### src/rtl/traffic_light_ctrl.sv
// traffic_light_ctrl
//   Phase sequencer for a two-road intersection with a pedestrian crossing
//   over the main road. A prescaler turns clk into one-second ticks, and a
//   per-phase seconds countdown selects when the FSM moves to the next phase.
//   Lamps are decoded straight from the state register.
//
//   Optional feature macro: TLC_PED_SHORTEN_EN
//     When it is defined, a pending pedestrian request cuts main green down
//     to MIN_GREEN_SEC seconds.
//
// Ports
//   clk          system clock
//   reset        asynchronous, active-low reset
//   ped_req      debounced pedestrian button level (1 = pressed)
//   night_mode   debounced night switch level (1 = night)
//   main_light   main-road lamps {R,Y,G}
//   side_light   side-road lamps {R,Y,G}
//   ped_walk     walk lamp
//   sec_left     seconds remaining in the current phase
//   state_o      current state encoding
//   ped_pending  pedestrian request latched and not yet served
module traffic_light_ctrl #(
    parameter int CLK_TICKS     = 50000000,
    parameter int GREEN_SEC     = 30,
    parameter int YELLOW_SEC    = 3,
    parameter int ALLRED_SEC    = 2,
    parameter int PED_SEC       = 10,
    parameter int MIN_GREEN_SEC = 5,
    parameter int CNT_W         = 8
) (
    input  logic             clk,
    input  logic             reset,
    input  logic             ped_req,
    input  logic             night_mode,
    output logic [2:0]       main_light,
    output logic [2:0]       side_light,
    output logic             ped_walk,
    output logic [CNT_W-1:0] sec_left,
    output logic [2:0]       state_o,
    output logic             ped_pending
);

    localparam int PW = (CLK_TICKS > 1) ? $clog2(CLK_TICKS) : 1;
    localparam logic [PW-1:0] PRESC_MAX = PW'(CLK_TICKS - 1);

    // Parameter sanity checks, evaluated at elaboration.
    if (CLK_TICKS < 2) begin : g_bad_ticks
        $error("CLK_TICKS must be >= 2");
    end
    if (GREEN_SEC < 1 || YELLOW_SEC < 1 || ALLRED_SEC < 1 || PED_SEC < 1 ||
        MIN_GREEN_SEC < 1 || GREEN_SEC >= (1 << CNT_W) ||
        YELLOW_SEC >= (1 << CNT_W) || ALLRED_SEC >= (1 << CNT_W) ||
        PED_SEC >= (1 << CNT_W) || MIN_GREEN_SEC >= (1 << CNT_W)) begin : g_bad_sec
        $error("phase durations must be in 1..2^CNT_W-1");
    end

    typedef enum logic [2:0] {
        MAIN_GREEN  = 3'd0,
        MAIN_YELLOW = 3'd1,
        ALL_RED1    = 3'd2,
        PED_WALK    = 3'd3,
        SIDE_GREEN  = 3'd4,
        SIDE_YELLOW = 3'd5,
        ALL_RED2    = 3'd6,
        NIGHT       = 3'd7
    } state_t;

    state_t           state_q, state_d, nxt_state;
    logic [CNT_W-1:0] sec_left_q, sec_left_d;
    logic [PW-1:0]    presc_q, presc_d;
    logic             ped_pending_q, ped_pending_d;
    logic             blink_q, blink_d;
    logic             ped_req_dly_q, ped_req_dly_d;
    logic             tick, expire, ped_rise;

    function automatic logic [CNT_W-1:0] phase_dur(input state_t s);
        case (s)
            MAIN_GREEN, SIDE_GREEN:   phase_dur = CNT_W'(GREEN_SEC);
            MAIN_YELLOW, SIDE_YELLOW: phase_dur = CNT_W'(YELLOW_SEC);
            ALL_RED1, ALL_RED2:       phase_dur = CNT_W'(ALLRED_SEC);
            PED_WALK:                 phase_dur = CNT_W'(PED_SEC);
            default:                  phase_dur = '0;
        endcase
    endfunction

    assign tick     = (presc_q == PRESC_MAX);
    assign ped_rise = ped_req & ~ped_req_dly_q;

    always_comb begin
        state_d       = state_q;
        sec_left_d    = sec_left_q;
        presc_d       = tick ? '0 : presc_q + 1'b1;
        blink_d       = blink_q;
        ped_req_dly_d = ped_req;
        expire        = 1'b0;
        nxt_state     = state_q;

        case (state_q)
            MAIN_GREEN:  nxt_state = MAIN_YELLOW;
            MAIN_YELLOW: nxt_state = ALL_RED1;
            ALL_RED1:    nxt_state = night_mode    ? NIGHT :
                                     ped_pending_q ? PED_WALK : SIDE_GREEN;
            PED_WALK:    nxt_state = SIDE_GREEN;
            SIDE_GREEN:  nxt_state = SIDE_YELLOW;
            SIDE_YELLOW: nxt_state = ALL_RED2;
            ALL_RED2:    nxt_state = night_mode ? NIGHT : MAIN_GREEN;
            default:     nxt_state = ALL_RED2;
        endcase

        if (state_q == NIGHT) begin
            // Countdown parked at 0; leave only on a tick once night ends.
            if (tick) begin
                if (!night_mode) expire = 1'b1;
                else             blink_d = ~blink_q;
            end
        end else if (tick) begin
            if (sec_left_q == CNT_W'(1)) expire = 1'b0 | 1'b1;
            else                         sec_left_d = sec_left_q - 1'b1;
        end

`ifdef TLC_PED_SHORTEN_EN
        // Once cut to the floor the guard fails, so it is applied once.
        // The prescaler keeps running so the current second is not stretched.
        if (state_q == MAIN_GREEN && ped_pending_q &&
            sec_left_q > CNT_W'(MIN_GREEN_SEC))
            sec_left_d = CNT_W'(MIN_GREEN_SEC);
`endif

        if (expire) begin
            state_d    = nxt_state;
            sec_left_d = phase_dur(nxt_state);
            presc_d    = '0;
            blink_d    = 1'b0;
        end

        // A new edge on the same cycle PED_WALK is entered wins over the clear.
        ped_pending_d = ped_pending_q;
        if (expire && nxt_state == PED_WALK) ped_pending_d = 1'b0;
        if (ped_rise)                        ped_pending_d = 1'b1;
    end

    always_ff @(posedge clk or negedge reset) begin
        if (!reset) begin
            state_q       <= MAIN_GREEN;
            sec_left_q    <= CNT_W'(GREEN_SEC);
            presc_q       <= '0;
            ped_pending_q <= 1'b0;
            blink_q       <= 1'b0;
            // Reset high so a button held through reset is not a new press.
            ped_req_dly_q <= 1'b1;
        end else begin
            state_q       <= state_d;
            sec_left_q    <= sec_left_d;
            presc_q       <= presc_d;
            ped_pending_q <= ped_pending_d;
            blink_q       <= blink_d;
            ped_req_dly_q <= ped_req_dly_d;
        end
    end

    always_comb begin
        main_light = 3'b100;
        side_light = 3'b100;
        ped_walk   = 1'b0;
        case (state_q)
            MAIN_GREEN:  main_light = 3'b001;
            MAIN_YELLOW: main_light = 3'b010;
            SIDE_GREEN:  side_light = 3'b001;
            SIDE_YELLOW: side_light = 3'b010;
            PED_WALK:    ped_walk   = 1'b1;
            NIGHT: begin
                main_light = {1'b0, blink_q, 1'b0};
                side_light = {blink_q, 2'b00};
            end
            default: ;
        endcase
    end

    assign sec_left    = sec_left_q;
    assign state_o     = state_q;
    assign ped_pending = ped_pending_q;

endmodule
### config.mk
export PLATFORM = sky130hd
export DESIGN_NAME = traffic_light_ctrl
export DESIGN_NICKNAME = d
export VERILOG_FILES = /design/src/rtl/traffic_light_ctrl.sv
export SDC_FILE = /design/constraint.sdc
export NUM_CORES = 1
export LEC_CHECK = 0
export BUFFER_PORTS_ARGS = -buffer_cell sky130_fd_sc_hd__clkbuf_2
export CAP_MARGIN = 10
export CORE_UTILIZATION = 41
export CTS_BUF_LIST = sky130_fd_sc_hd__clkbuf_2 sky130_fd_sc_hd__clkbuf_4 sky130_fd_sc_hd__clkbuf_8
export DETAILED_ROUTE_END_ITERATION = 16
export SYNTH_ARGS = -nofsm -noshare
export SYNTH_HDL_FRONTEND = slang
export SYNTH_SLANG_ARGS = --single-unit
### constraint.sdc
create_clock -name clk -period 2.5 [get_ports clk]
set_clock_uncertainty 0.05 [all_clocks]
set_input_delay 0.125 -clock clk [delete_from_list [all_inputs] [get_ports clk]]
set_output_delay 0.125 -clock clk [all_outputs]
set_load 0.05 [all_outputs]
==> out/qor.json <==
{
  "max-slew-margin-rel_pct": 36.9,
  "post_synth_cell_types": 51,
  "grt_setup_unrepaired": "false",
  "vdd_drop_max_v": 0.000322,
  "floorplan.die_area_um2": 5900,
  "synth_top_cell_area_share_pct": 38.2,
  "largest_family_of_logic_cells_by_synthesized_area": "simple AND/OR/NAND/NOR gates",
  "seq_area_frac_synth_pct": 43.9,
  "first_iter_violations": 147,
  "grt-ovfl-total": 0,
  "totalNegativeSetupSlack_ps": 0,
  "root_buffer": "clkbuf_8",
  "grt_start_max_net_pins": 39,
  "timing_worst_slew_pin_value_ps": 946,
  "achievable-frequency_mhz": 462,
  "synth_simple_gate_area_share_pct": 27.6,
  "final_common_cell": "dfrtp_1",
  "totalWireLength_mm": 5.29,
  "routed_wire_length_per_instance_um": 15.2,
  "die_x_um": 76.8,
  "num_rows": 26,
  "syn_area_um2": 2290,
  "layout.nets": 283,
  "drtPass1Iterations": 4,
  "critPathCaptureType": "register",
  "grt_pass1_wl_mm": 9.00,
  "num-fill-cells": 505,
  "hold_slack_ps": 214,
  "io_pins": 23,
  "post_cts.resized_instances": 0,
  "leading_cell_types_by_total_area_after_synthesis": "dfrtp_1 (38%), dfstp_2 (5.7%), nor2_1 (4.1%)",
  "cp.required_ps": 2620,
  "number_of_synthesized_flops_with_an_enable_pin": 0,
  "h-tree-depth": 2,
  "sequential_area_um2": 1010,
  "synth-warning-count": 0,
  "grtUsageTotal_pct": 19.4,
  "finalCriticalPeriod_ps": 2170,
  "multiInputGateArea_um2": 1200,
  "clk_pin_slew_worst_paths_ps": 90,
  "synth_adder_area_share_pct": 1.64,
  "run_status": "complete, no violations",
  "final_routed_drc_violation_total": 0,
  "totalPowerFinal_mw": 1.27,
  "insertedDiodeCount": 0,
  "layout-area-overhead-vs-synth_pct": 16.0,
  "cts_buffers": 5,
  "ys.flop_type": "dfrtp_1",
  "drtAntennaViolNets": 0,
  "postSynthCellCount": 245,
  "ctsLongestPathBuffers": 2,
  "crit_path_start_kind": "register",
  "vias_per_cell": 5.70,
  "synth_compound_gate_area_share_pct": 14.1,
  "postCtsSetupBuffers": 0,
  "netlist.top_cell.by_area": "dfrtp_1",
  "holdCritPathClass": "input port to register",
  "globalplace.congestion": 0.825,
  "hold_fails_final_rpt": 0,
  "first_global_vias": 1864,
  "report.final.slew_viol_count": 0,
  "layout_common_cells": "dfrtp_1 (35), nor2_1 (25), clkbuf_2 (22)",
  "period_share_pct": 86.6,
  "muxShareOfSynthArea_pct": 3.60,
  "max_cap_violations": 0,
  "synthesis.nets": 252,
  "synth_xor_area_share_pct": 5.35,
  "numPortBuffers": 22,
  "worst_path_maximum_fanout": 7,
  "post-dp-hpwl_mm": 3.69,
  "async_flop_share_pct": 100,
  "vias": 1979,
  "crit_arrival_ps": 2290,
  "avgSynthCellArea_um2": 9.36,
  "clock_insertion_delay_worst_skew_ps": 300,
  "cts.sinks": 40,
  "cts_tree": "done",
  "final_layout_size_suffix_gt1_share_pct": 21.7,
  "worst-setup-path-type": "register to register",
  "die_height_um": 76.8,
  "leakage_nw": 1.12,
  "p_per_area_nw_per_um2": 479,
  "setup_viol_count_final": 0,
  "fp.coreArea_um2": 5240,
  "initial_standard_cell_utilization_of_the_core_pct": 43.8,
  "synth.ff_latch_count": 40,
  "initial_antenna_violation_count": 0
}
final timing paths:
kind | start | end | slack [ps] | cells past startpoint
worst min register to register | presc_q[0] | presc_q[0] | 460 | 1
worst max-delay path | presc_q[9] | state_o[2] | 330 | 4
worst max register to register | presc_q[9] | state_o[2] | 330 | 4
max in group asynchronous | reset | sec_left[2] | 1260 | 3
worst min-delay path | night_mode | state_o[0] | 210 | 3
min in group asynchronous | reset | sec_left[6] | 450 | 2
repair_timing:
action / CTS / global route
setup endpoints to repair: 0 / 0
hold endpoints to repair: 36 / 0
hold buffers: 2 / 0
layout make-up:
type / instances / area share [%]
well taps: 70 / 3.29
clock buffers: 7 / 3.62
flip-flops and latches: 40 / 37.8
clock inverters: 1 / 1.13
multi-input cells: 184 / 45.0
repair buffers: 33 / 7.43
inverters: 12 / 1.69
metal layers:
| metal | wire, µm | vias to the layer above | part of all wire, % | global-route usage (%) |
|---|---|---|---|---|
| li1 | - | 966 | - | - |
| met5 | 0 | - | 0 | 0 |
| met2 | 2400 | 36 | 45 | 28.6 |
| met3 | 225 | 4 | 4.3 | 4.64 |
| met1 | 2620 | 973 | 49 | 28.1 |
| met4 | 44 | 0 | 0.83 | 5.19 |
kinds of logic (layout without fill, tap and decap cells):
family / after synthesis / in the layout
adder cells (fa/ha/maj): 3 / 3
AO/OA/AOI/OAI: 49 / 49
XOR/XNOR: 14 / 14
multiplexers: 8 / 8
buffers and inverters: 21 / 53
flip-flops: 40 / 40
AND/OR/NAND/NOR: 110 / 110
flip-flops by register name (all words and copies together) (netlist names):
register / flops
sec_left: 8
presc_q: 26
ped_req_dly_q: 1
ped_pending: 1
state_o: 3
blink_q: 1
cell usage after synthesis, types with 2 or more instances:
library cell and n:
dfrtp_1 35, nor2_1 25, nand2_1 14, nand3_1 14, o21ai_0 13, inv_1 12
nand4_1 9, xor2_1 8, a21oi_1 7, nor3_1 7, mux2i_1 6, xnor2_1 6
clkbuf_1 5, dfstp_2 5, or3_1 5, o22ai_1 4, o31ai_1 4, or4_1 4
a211oi_1 3, and3_1 3, ha_1 3, nand2b_1 3, nor2b_1 3, nor4_1 3
o211ai_1 3, o2bb2ai_1 3, or3_2 3, a2111oi_0 2, a21boi_0 2, a31oi_1 2
and2_1 2, and4_1 2, and4bb_2 2, buf_2 2, buf_4 2, mux2_2 2
nand4_2 2, nor4_2 2
worst max-delay path: stages (launching register included):
cell and delay (ps):
dfrtp_1 430, nor4_2 420, nand4_1 300, nor4_1 460, mux2_2 380
metrics by stage:
| stage | cell area [µm²] | util [%] | setup WS, ps | std cells |
|---|---|---|---|---|
| final | 2660 | 50.8 | 334 | 347 |
| after floorplan | 2290 | - | 297 | 245 |
| after CTS | 2660 | 50.8 | 333 | 347 |
| after detailed placement | 2510 | 48.0 | 353 | 337 |
| after global routing | 2660 | 50.8 | 173 | 347 |
| after global placement | 2510 | 48.0 | 361 | 337 |
report_power, final:
group          internal [mW]  switching [mW]
logic                 0.0101          0.0288
registers              0.649        0.000708
clock network          0.353           0.232
total                   1.01           0.262
Note: power is estimated with default switching activity, not from simulation.
